**config.mk**
```make
export PLATFORM = sky130hd
export DESIGN_NAME = uart_tx_arbiter
export DESIGN_NICKNAME = d
export VERILOG_FILES = /design/src/rtl/uart_tx_arbiter_pkg.sv /design/src/rtl/uart_tx_arbiter_rr_pick.sv /design/src/rtl/uart_tx_arbiter.sv
export SDC_FILE = /design/constraint.sdc
export NUM_CORES = 1
export LEC_CHECK = 0
export CAP_MARGIN = 20
export CELL_PAD_IN_SITES_DETAIL_PLACEMENT = 1
export CELL_PAD_IN_SITES_GLOBAL_PLACEMENT = 2
export CORE_ASPECT_RATIO = 0.6
export CORE_MARGIN = 10
export CORE_UTILIZATION = 30
export CTS_BUF_LIST = sky130_fd_sc_hd__clkbuf_16
export CTS_CLUSTER_DIAMETER = 40
export DETAILED_ROUTE_END_ITERATION = 12
export PLACE_DENSITY = 0.95
export SYNTH_ARGS = -nofsm -noshare
export SYNTH_HDL_FRONTEND = slang
export SYNTH_SLANG_ARGS = --single-unit
```
**constraint.sdc**
```tcl
create_clock -name clk -period 6.2 [get_ports clk]
set_clock_uncertainty 0.05 [all_clocks]
set_input_delay 1.86 -clock clk [delete_from_list [all_inputs] [get_ports clk]]
set_output_delay 1.86 -clock clk [all_outputs]
set_load 0.01 [all_outputs]
```
**src/rtl/uart_tx_arbiter_pkg.sv**
```systemverilog
// Shared configuration for the UART transmit arbiter.
// Holds the FSM encoding, default busy timeout and baud divider.
package uart_tx_arbiter_pkg;

    typedef enum logic [1:0] {
        ST_IDLE      = 2'd0,
        ST_WAIT_BUSY = 2'd1,
        ST_WAIT_DONE = 2'd2
    } arb_state_t;

    localparam int BUSY_TIMEOUT_DEF = 4;
    localparam int CFG_DIVIDER      = 434;

endpackage

```
**src/rtl/uart_tx_arbiter_rr_pick.sv**
```systemverilog
// Combinational round-robin selector: first set request at or
// after the start index, wrapping, as one-hot, index and valid.
module uart_tx_arbiter_rr_pick #(
    parameter int N  = 4,
    parameter int IW = $clog2(N)
) (
    input  logic [N-1:0]  i_req,
    input  logic [IW-1:0] i_start,
    output logic [N-1:0]  o_gnt,
    output logic [IW-1:0] o_idx,
    output logic          o_valid
);

    logic [IW:0]   w_sum;
    logic [IW-1:0] w_j;

    always_comb begin
        o_gnt   = '0;
        o_idx   = '0;
        o_valid = 1'b0;
        w_sum   = '0;
        w_j     = '0;
        for (int k = 0; k < N; k++) begin
            // Modulo-N wrap without a divider
            w_sum = {1'b0, i_start} + (IW+1)'(k);
            if (w_sum >= (IW+1)'(N)) begin
                w_sum = w_sum - (IW+1)'(N);
            end
            w_j = w_sum[IW-1:0];
            if (!o_valid && i_req[w_j]) begin
                o_valid    = 1'b1;
                o_idx      = w_j;
                o_gnt[w_j] = 1'b1;
            end
        end
    end

endmodule

```
**src/rtl/uart_tx_arbiter.sv**
```systemverilog
// Shares one buart transmitter between N_REQ byte requesters with
// round-robin arbitration, per-owner lock and a busy-rise watchdog.
module uart_tx_arbiter
    import uart_tx_arbiter_pkg::*;
#(
    parameter int N_REQ        = 4,
    parameter int BUSY_TIMEOUT = BUSY_TIMEOUT_DEF
) (
    input  logic                       clk,
    input  logic                       reset,
    input  logic [N_REQ-1:0]           req_valid,
    input  logic [8*N_REQ-1:0]         req_data,
    input  logic [N_REQ-1:0]           req_lock,
    output logic [N_REQ-1:0]           req_ready,
    output logic                       uart_wr,
    output logic [7:0]                 uart_tx_data,
    input  logic                       uart_busy,
    output logic [$clog2(N_REQ)-1:0]   grant_id,
    output logic                       active,
    output logic                       timeout_err
);

    localparam int IW = $clog2(N_REQ);
    localparam int CW = $clog2(BUSY_TIMEOUT + 1);

    arb_state_t r_state;
    arb_state_t w_state_nxt;

    logic [CW-1:0]    r_cnt;
    logic             r_own;
    logic             r_wr;
    logic [N_REQ-1:0] r_ready;
    logic [7:0]       r_data;
    logic [IW-1:0]    r_gid;
    logic             r_active;
    logic             r_terr;

    logic [CW-1:0]    w_cnt_nxt;
    logic             w_own_nxt;
    logic             w_wr_nxt;
    logic [N_REQ-1:0] w_ready_nxt;
    logic [7:0]       w_data_nxt;
    logic [IW-1:0]    w_gid_nxt;
    logic             w_active_nxt;
    logic             w_terr_nxt;

    logic [IW-1:0]    w_start;
    logic [N_REQ-1:0] w_owner_mask;
    logic             w_lock_hold;
    logic [N_REQ-1:0] w_elig;
    logic [N_REQ-1:0] w_gnt;
    logic [IW-1:0]    w_idx;
    logic             w_win_vld;
    logic             w_grant;
    logic             w_cnt_last;

    assign w_start      = (r_gid == IW'(N_REQ-1)) ? '0 : r_gid + IW'(1);
    assign w_owner_mask = N_REQ'(1) << r_gid;
    // Only the last owner's lock matters; locks on others are ignored
    assign w_lock_hold  = r_own & req_lock[r_gid];
    assign w_elig       = w_lock_hold ? (req_valid & w_owner_mask)
                                      : req_valid;
    assign w_grant      = (r_state == ST_IDLE) & ~uart_busy & w_win_vld;
    assign w_cnt_last   = (r_cnt == CW'(BUSY_TIMEOUT-1));

    uart_tx_arbiter_rr_pick #(
        .N  (N_REQ),
        .IW (IW)
    ) u_rr_pick (
        .i_req   (w_elig),
        .i_start (w_start),
        .o_gnt   (w_gnt),
        .o_idx   (w_idx),
        .o_valid (w_win_vld)
    );

    always_ff @(posedge clk or posedge reset) begin
        if (reset) begin
            r_state <= ST_IDLE;
        end else begin
            r_state <= w_state_nxt;
        end
    end

    always_comb begin
        w_state_nxt = r_state;
        unique case (r_state)
            ST_IDLE: begin
                if (w_grant) begin
                    w_state_nxt = ST_WAIT_BUSY;
                end
            end
            ST_WAIT_BUSY: begin
                if (uart_busy) begin
                    w_state_nxt = ST_WAIT_DONE;
                end else if (w_cnt_last) begin
                    w_state_nxt = ST_IDLE;
                end
            end
            ST_WAIT_DONE: begin
                if (!uart_busy) begin
                    w_state_nxt = ST_IDLE;
                end
            end
            default: w_state_nxt = ST_IDLE;
        endcase
    end

    always_comb begin
        w_wr_nxt     = w_grant;
        w_ready_nxt  = w_grant ? w_gnt : '0;
        w_data_nxt   = r_data;
        w_gid_nxt    = r_gid;
        w_own_nxt    = r_own;
        w_cnt_nxt    = '0;
        w_terr_nxt   = r_terr;
        w_active_nxt = (w_state_nxt != ST_IDLE);
        if (w_grant) begin
            w_data_nxt = req_data[{w_idx, 3'b000} +: 8];
            w_gid_nxt  = w_idx;
            w_own_nxt  = 1'b1;
        end
        if (r_state == ST_WAIT_BUSY && !uart_busy) begin
            w_cnt_nxt = r_cnt + CW'(1);
            if (w_cnt_last) begin
                w_terr_nxt = 1'b1;
            end
        end
    end

    always_ff @(posedge clk or posedge reset) begin
        if (reset) begin
            r_cnt    <= '0;
            r_own    <= 1'b0;
            r_wr     <= 1'b0;
            r_ready  <= '0;
            r_data   <= 8'h00;
            r_gid    <= IW'(N_REQ-1);
            r_active <= 1'b0;
            r_terr   <= 1'b0;
        end else begin
            r_cnt    <= w_cnt_nxt;
            r_own    <= w_own_nxt;
            r_wr     <= w_wr_nxt;
            r_ready  <= w_ready_nxt;
            r_data   <= w_data_nxt;
            r_gid    <= w_gid_nxt;
            r_active <= w_active_nxt;
            r_terr   <= w_terr_nxt;
        end
    end

    assign uart_wr      = r_wr;
    assign req_ready    = r_ready;
    assign uart_tx_data = r_data;
    assign grant_id     = r_gid;
    assign active       = r_active;
    assign timeout_err  = r_terr;

endmodule

```
==> run_results.csv, run 1 <==
group,metric,value,unit
yosys,synth-seq-cells,23,
timing,rsz0062_at_grt,"false",
pwr,switching_share,43.8,%
yosys,ys_seq_area_share,33.7,%
critical_path,crit-reg2reg-launch,"grant_id[0]",
critical_path,critPathMaxFanout,19,
clock_tree,cts-root-buf,"clkbuf_16",
final_layout,drive_gt1_share,13.7,%
yosys,synthCells,155,
grt,grtUsageMet2,16.4,%
clock_tree,cts_tree,"yes",
drt,avgViaCountPerCell,4.82,
critical_path,rrSetupSlack,2.21,ns
final_layout,diodes,0,
yosys,synth_top_cell_by_area,"dfrtp_1",
drt,drc,0,
hold_path,holdCritStartpoint,"timeout_err",
placement,io_buffers,59,
final_layout,final-instance-count-excl-fill,292,
grt,overflow,0,
final_layout,layout_commonest_cell,"clkdlybuf4s50_1",
grt,grtUsageMet3,3.07,%
timing,fin_tns_setup,0,ns
die,dieHeight,78.6,um
yosys,ys_async_sr_fraction,100,%
pwr,vdd_drop_max,244,uV
grt,use_met1,14.0,%
yosys,synth_nets,208,
pwr,power_density,557,mW/mm^2
drt,dr.pass1.iters,4,
grt,grt_usage,10.5,%
die,die-area,0.00924,mm^2
timing,drv_slew,0,
die,rows,21,
grt,grt_most_used_layer,"met2",
grt,antenna_found_initial,0,
pwr,leakagePower,0.00107,uW
clock_tree,post_cts_buffers,0,
grt,first_global_vias,1510,
timing,period_needed,4.86,ns
run,cap_violations,0,
timing,tightest_slew,1.02,ns
yosys,synth_top_area_share,30.7,%
clock_tree,clk_pin_slew,0.06,ns
timing,slew_headroom,31.4,%
clock_tree,clkLatencyLatePin,0.26,ns
critical_path,startpoint,"req_lock[3]",
die,initial_utilization,30.9,%
outcome,status,"completed",
critical_path,worstPathRequired,6.27,ns
grt,grt_first_pass_wirelength,8.02,mm
drt,num_vias,1407,
critical_path,start_kind,"primary input",
die,core,0.00554,mm^2
placement,dp_cells,287,
placement,hpwlAfterDp,3.98,mm
pwr,net-switching-power,594,uW
clock_tree,post_cts_resize_count,0,
hold_path,hold_path_class,"reg -> reg",
timing,fmax,206,MHz
timing,post-route-period-util,78.4,%
yosys,synthFlopType,"dfrtp_1",
drt,routedWlPerCell,17.4,um
pwr,comb_power_share,69.6,%
drt,initialDrtViolationCount,49,
clock_tree,cts_sinks,23,
critical_path,criticalPathCategory,"in -> reg",
final_layout,final_cell_mix,"clkdlybuf4s50_1, mux2i_1, dfrtp_1",
yosys,ys_types,41,
die,pin_count,60,
clock_tree,cts-hold-fix-buffers,0,
yosys,yosysWarnings,0,
timing,finalHoldViolCount,0,
final_layout,finalNetCount,266,
pwr,seq_power_share,20.0,%
timing,finalSetupViolCount,0,
pwr,pwr-share-clk,10.4,%
drt,wl,5.08,mm
drt,antenna_left,0,
critical_path,endpoint_kind,"flop",
clock_tree,clockBufferDepth,2,
yosys,syn_area,0.00171,mm^2
grt,grt_max_degree,24,
yosys,synthTopCellsByArea,"dfrtp_1, mux2i_1, ha_1",
yosys,avgSynthCellArea,11.1,um^2
clock_tree,h-tree-depth,1,
die,die-width,118,um
yosys,synth-edff-count,0,
final_layout,syn2layout_area_growth,41.9,%
critical_path,arrival,4.93,ns
placement,gp_congestion,0.842,
pwr,p_int,761,uW
clock_tree,cts_buffers,3,
[power groups by stage]
stage / registers [uW] / clock network [uW] / logic, uW
floorplan: 276 / 0 / 694
global placement: 272 / 0 / 871
detailed placement: 272 / 0 / 896
CTS: 271 / 146 / 899
global route: 279 / 152 / 1020
finish: 271 / 142 / 943
[critical path: stages]
cell and delay (ns):
clkdlybuf4s50_1 0.40, mux2i_1 0.27, o22ai_2 0.20, nor3_1 0.28, o21bai_2 0.26, nor4b_2 0.12, nor4_4 0.78, and2_1 0.62
a221oi_2 0.12
[path summary, 6_finish.rpt]
check	to	cells past startpoint
max in group asynchronous	req_ready[2]	2
worst min-delay path	timeout_err	1
worst max-delay path	uart_tx_data[1]	9
min in group asynchronous	r_state[1]	2
worst max register to register	uart_tx_data[1]	9
worst min register to register	timeout_err	1
[stage by stage]
stage / setup slack (ns) / hold slack, ns / util, % / instance area (um^2) / power (uW)
5_1_grt: 1.07 / 0.440 / 43.9 / 2430 / 1460
4_1_cts: 1.29 / 0.430 / 43.4 / 2400 / 1320
3_3_place_gp: 1.15 / 0.386 / 42.0 / 2330 / 1140
3_5_place_dp: 1.07 / 0.410 / 42.0 / 2330 / 1170
2_1_floorplan: 2.35 / 0.360 / - / 1710 / 969
6_report: 1.34 / 0.427 / 43.9 / 2430 / 1360
[registers in the layout (all words and copies together) (netlist names)]
name          count
req_ready         4
r_own             1
timeout_err       1
active            1
grant_id          2
uart_wr           1
uart_tx_data      8
r_state           2
r_cnt             3
[cell usage after synthesis (4+ instances only)]
master and instances:
and2_1 6, ha_1 10, mux2i_1 25, nor2_1 20, inv_1 5, dfrtp_1 21
buf_6 4, a22oi_1 8, nand2_1 5, a221oi_2 8, o21ai_0 5
[kinds of logic after synthesis]
kind of cell             synth area share (%)
AO/OA/AOI/OAI                            21.8
buffers and inverters                    5.69
XOR/XNOR                                0.511
multiplexers                             15.5
flip-flops                               33.7
AND/OR/NAND/NOR                          15.5
adder cells (fa/ha/maj)                  7.30
[final cells by class]
type                            instances  area (um^2)
Clock buffer                            3         75.1
Fill cell                             604         3110
Clock inverter                          1         3.75
Timing Repair Buffer                   60          618
Inverter                                5         18.8
Tap cell                               80          100
Multi-Input combinational cell        120         1040
Sequential cell                        23          578
[metal layers]
metal	routed length [um]	up-vias	share of wire, %
met2	2230	31	44
met1	2600	684	51
li1	-	688	-
met4	58	0	1.1
met5	0	-	0
met3	188	4	3.7
(Power assumes the default switching activity.)
==> run 2, diff against run 1 <==
Settings changed: CORE_UTILIZATION 30 to 28, PLACE_DENSITY 0.95 to 0.91.
Clock period 6.2 ns to 5 ns, I/O delays scaled along.
==> run_results.csv, run 2 (synthesis gave the netlist of run 1 again) <==
group,metric,value,unit
outcome,status,"completed",
timing,fmax,238,MHz
drt,routedWlPerCell,17.2,um
timing,fin_ws,0.794,ns
die,core,0.00575,mm^2
run,cap_violations,0,
final_layout,final_cell_mix,"clkdlybuf4s50_1, mux2i_1, dfrtp_1",
clock_tree,cts_tree,"yes",
timing,tightest_slew,0.875,ns
final_layout,largest_reg_flops,8,
clock_tree,post_cts_resize_count,0,
clock_tree,post_cts_buffers,0,
die,initial_utilization,29.8,%
timing,slew_headroom,41.6,%
clock_tree,clk_pin_slew,0.06,ns
timing,drv_slew,0,
critical_path,critPathMaxFanout,13,
grt,antenna_found_initial,0,
timing,finalSetupViolCount,0,
drt,wl,5.03,mm
critical_path,worstPathRequired,5.14,ns
final_layout,layout_commonest_cell,"clkdlybuf4s50_1",
clock_tree,cts_sinks,23,
final_layout,diodes,0,
timing,rsz0062_at_grt,"false",
placement,io_buffers,59,
clock_tree,cts-root-buf,"clkbuf_16",
drt,dr.pass1.iters,4,
pwr,leakagePower,0.00107,uW
grt,first_global_vias,1463,
final_layout,syn2layout_area_growth,41.6,%
pwr,power_density,672,mW/mm^2
die,die-width,121,um
die,dieHeight,80.6,um
clock_tree,clockBufferDepth,2,
drt,initialDrtViolationCount,51,
hold_path,hold_path_class,"reg -> reg",
placement,hpwlAfterDp,4.18,mm
timing,period_needed,4.21,ns
drt,avgViaCountPerCell,4.81,
critical_path,endpoint_kind,"flop",
placement,dp_slack,0.309,ns
pwr,vdd_drop_max,253,uV
critical_path,arrival,4.35,ns
timing,finalHoldViolCount,0,
grt,overflow,0,
final_layout,finalNetCount,267,
clock_tree,clkLatencyLatePin,0.26,ns
grt,grt_max_degree,24,
timing,post-route-period-util,84.1,%
critical_path,start_kind,"primary input",
grt,grt_first_pass_wirelength,8.16,mm
final_layout,drive_gt1_share,14.6,%
clock_tree,cts_buffers,3,
drt,num_vias,1409,
critical_path,criticalPathCategory,"in -> reg",
timing,fin_tns_setup,0,ns
clock_tree,h-tree-depth,1,
final_layout,fin_area,0.00243,mm^2
placement,placed_area,0.00233,mm^2
die,die-area,0.00975,mm^2
drt,antenna_left,0,
die,pin_count,60,
die,rows,21,
placement,gp_congestion,0.826,
drt,drc,0,
clock_tree,cts-hold-fix-buffers,0,
grt,grt_usage,10.3,%
pwr,p_total,1630,uW
## run 2: changes by cell type in the layout (fill, tap and decap cells not counted), sizes merged
cell	before	now
inv	6	5
clkinvlp	0	1
buf	1	2
## run 2: cell type report
class / count / area [um^2]
fillers: 645 / 3330
clock inverters: 1 / 7.51
multi-input cells: 120 / 1040
repair buffers: 61 / 609
well taps: 80 / 100
flip-flops and latches: 23 / 578
inverters: 5 / 18.8
clock buffers: 3 / 75.1
## run 2: layer usage
layer  share of wire (%)  vias up  GRT usage [%]
li1                    -      693              -
met1                  49      677           14.1
met2                  45       35           15.9
met3                 4.9        4           3.07
met4                0.42        0           1.44
met5                   0        -              0
## run 2: worst max-delay path, stage by stage
cell             delay, ns
clkdlybuf4s50_1       0.40
mux2i_1               0.28
o22ai_2               0.21
nor3_1                0.27
o21bai_2              0.25
nor4b_2               0.13
nor4_4                0.52
and2_1                0.57
o21bai_1              0.19
## run 2: final timing paths
check	to	start	cells after the start	slack [ns]
hold / removal	r_cnt[0]	r_cnt[0]	1	0.39
setup / recovery	grant_id[0]	req_lock[3]	9	0.79
hold reg to reg	r_cnt[0]	r_cnt[0]	1	0.39
setup reg to reg	grant_id[0]	grant_id[0]	9	1.39
min in group asynchronous	uart_tx_data[5]	reset	2	1.67
max in group asynchronous	uart_tx_data[3]	reset	2	2.68
## run 2: through the flow
step | cells | utilization [%] | hold WS, ns
2_1_floorplan | 155 | - | 0.360
3_3_place_gp | 288 | 40.6 | 0.376
3_5_place_dp | 288 | 40.6 | 0.386
4_1_cts | 292 | 42.0 | 0.395
5_1_grt | 293 | 42.2 | 0.426
6_report | 293 | 42.2 | 0.393
## run 2: report_power, final
part | total (uW) | switching [uW] | internal (uW)
combinational | 1120 | 581 | 543
sequential | 332 | 67.6 | 265
clock | 175 | 67.1 | 108
==> run 3, diff against run 2 <==
Clock period 5 ns to 4.33 ns, I/O delays scaled along.
==> run_results.csv, run 3 (synthesis gave the netlist of run 1 again) <==
group,metric,value,unit
grt,antenna_found_initial,0,
die,die-area,0.00975,mm^2
critical_path,critPathMaxFanout,8,
pwr,seq_power_share,20.5,%
final_layout,syn2layout_area_growth,41.6,%
clock_tree,h-tree-depth,1,
grt,grt_max_degree,24,
drt,initialDrtViolationCount,119,
critical_path,critPathSlowestCell,"a2111oi_2",
drt,met2_length,2.39,mm
critical_path,start_kind,"primary input",
placement,gp_congestion,0.849,
critical_path,critical_path.max_stage_delay,0.47,ns
final_layout,final-instance-count-excl-fill,294,
timing,drv_slew,0,
die,pin_count,60,
pwr,p_int,1060,uW
pwr,net-switching-power,839,uW
clock_tree,cts_buffers,3,
timing,finalSetupViolCount,0,
timing,tightest_slew,0.863,ns
drt,wl,5.27,mm
clock_tree,post_cts_resize_count,0,
drt,wl_met1,2.56,mm
hold_path,hold_path_class,"reg -> reg",
timing,period_needed,3.85,ns
critical_path,criticalPathCategory,"in -> reg",
clock_tree,post_cts_buffers,0,
clock_tree,clk_pin_slew,0.06,ns
grt,first_global_vias,1530,
die,core,0.00575,mm^2
critical_path,endpoint_kind,"flop",
die,initial_utilization,29.8,%
drt,dr.pass1.iters,4,
final_layout,diodes,0,
timing,fin_tns_setup,0,ns
placement,io_buffers,59,
grt,grt_first_pass_wirelength,8.68,mm
placement,dp_cells,290,
pwr,comb_power_share,69.0,%
clock_tree,cts-root-buf,"clkbuf_16",
clock_tree,cts-hold-fix-buffers,0,
die,dieHeight,80.6,um
die,die-width,121,um
run,cap_violations,0,
drt,routedWlPerCell,17.9,um
drt,dr.max_layer_used,"met4",
clock_tree,cts_sinks,23,
critical_path,arrival,3.96,ns
grt,grt_usage,11.0,%
clock_tree,clkLatencyLatePin,0.26,ns
final_layout,drive_gt1_share,14.5,%
drt,drc,0,
drt,antenna_left,0,
pwr,switching_share,44.3,%
grt,overflow,0,
critical_path,worstPathRequired,4.44,ns
critical_path,crit_chain,"clkdlybuf4s50_1 -> mux2i_1 -> o22ai_2 -> a2111oi_2 -> and3_1 -> o21a_4 -> o32a_1 -> and2b_1 -> a221oi_2",
timing,post-route-period-util,88.9,%
timing,hold_slack,0.421,ns
clock_tree,cts_tree,"yes",
pwr,p_total,1890,uW
pwr,pwr-share-clk,10.5,%
die,rows,21,
pwr,power_density,780,mW/mm^2
final_layout,final_cell_mix,"clkdlybuf4s50_1, mux2i_1, dfrtp_1",
drt,avgViaCountPerCell,4.77,
final_layout,utilization,42.2,%
timing,rsz0062_at_grt,"false",
outcome,status,"completed",
critical_path,rrSetupSlack,0.84,ns
placement,hpwlAfterDp,4.36,mm
pwr,vdd_drop_max,239,uV
drt,num_vias,1401,
timing,fmax,260,MHz
pwr,leakagePower,0.00107,uW
final_layout,finalNetCount,268,
clock_tree,clockBufferDepth,2,
timing,slew_headroom,42.4,%
timing,finalHoldViolCount,0,
final_layout,layout_commonest_cell,"clkdlybuf4s50_1",
final_layout,largest_reg_flops,8,
drt,met3WireLength,280,um
run 3: cell count changes in the layout (fill, tap and decap cells not counted), sizes merged:
cell,delta
inv,+1
clkinvlp,-1
buf,+1
run 3: routing by layer:
metal  vias up  GRT usage [%]
met4         0           1.80
li1        690              -
met2        37           16.9
met3         4           3.42
met1       670           14.9
met5         -              0
run 3: power by group through the flow:
stage	clock network, uW	logic, uW	registers, uW
after floorplan	0	993	395
after global placement	0	1300	390
after detailed placement	0	1320	391
after CTS	208	1320	389
after global routing	218	1440	406
final	200	1310	388
run 3: path summary, 6_finish.rpt:
check                            start         endpoint  cells past startpoint
max                        req_lock[2]  uart_tx_data[3]                      9
min                           r_cnt[0]         r_cnt[0]                      1
max reg2reg                grant_id[0]  uart_tx_data[3]                     11
min reg2reg                   r_cnt[0]         r_cnt[0]                      1
max in group asynchronous        reset  uart_tx_data[1]                      2
min in group asynchronous        reset          uart_wr                      2
run 3: worst max-delay path: cells and delay by family:
| family | cells | cell delay [ns] |
|---|---|---|
| AOI/OAI and AO/OA | 5 | 1.36 |
| and+or+nand+nor | 2 | 0.61 |
| buffers and inverters | 1 | 0.40 |
| muxes | 1 | 0.28 |
run 3: area by class of cell:
cell class	count	area, um^2
inverters	5	18.8
repair buffers	62	613
fillers	633	3330
clock inverters	1	3.75
clock buffers	3	75.1
flip-flops and latches	23	578
multi-input cells	120	1040
well taps	80	100
run 3: metrics by stage:
step | cell area [um^2] | worst slack (ns)
floorplan | 1710 | 1.04
global placement | 2350 | 0.253
detailed placement | 2350 | 0.205
CTS | 2430 | 0.480
global route | 2430 | 0.290
finish | 2430 | 0.480
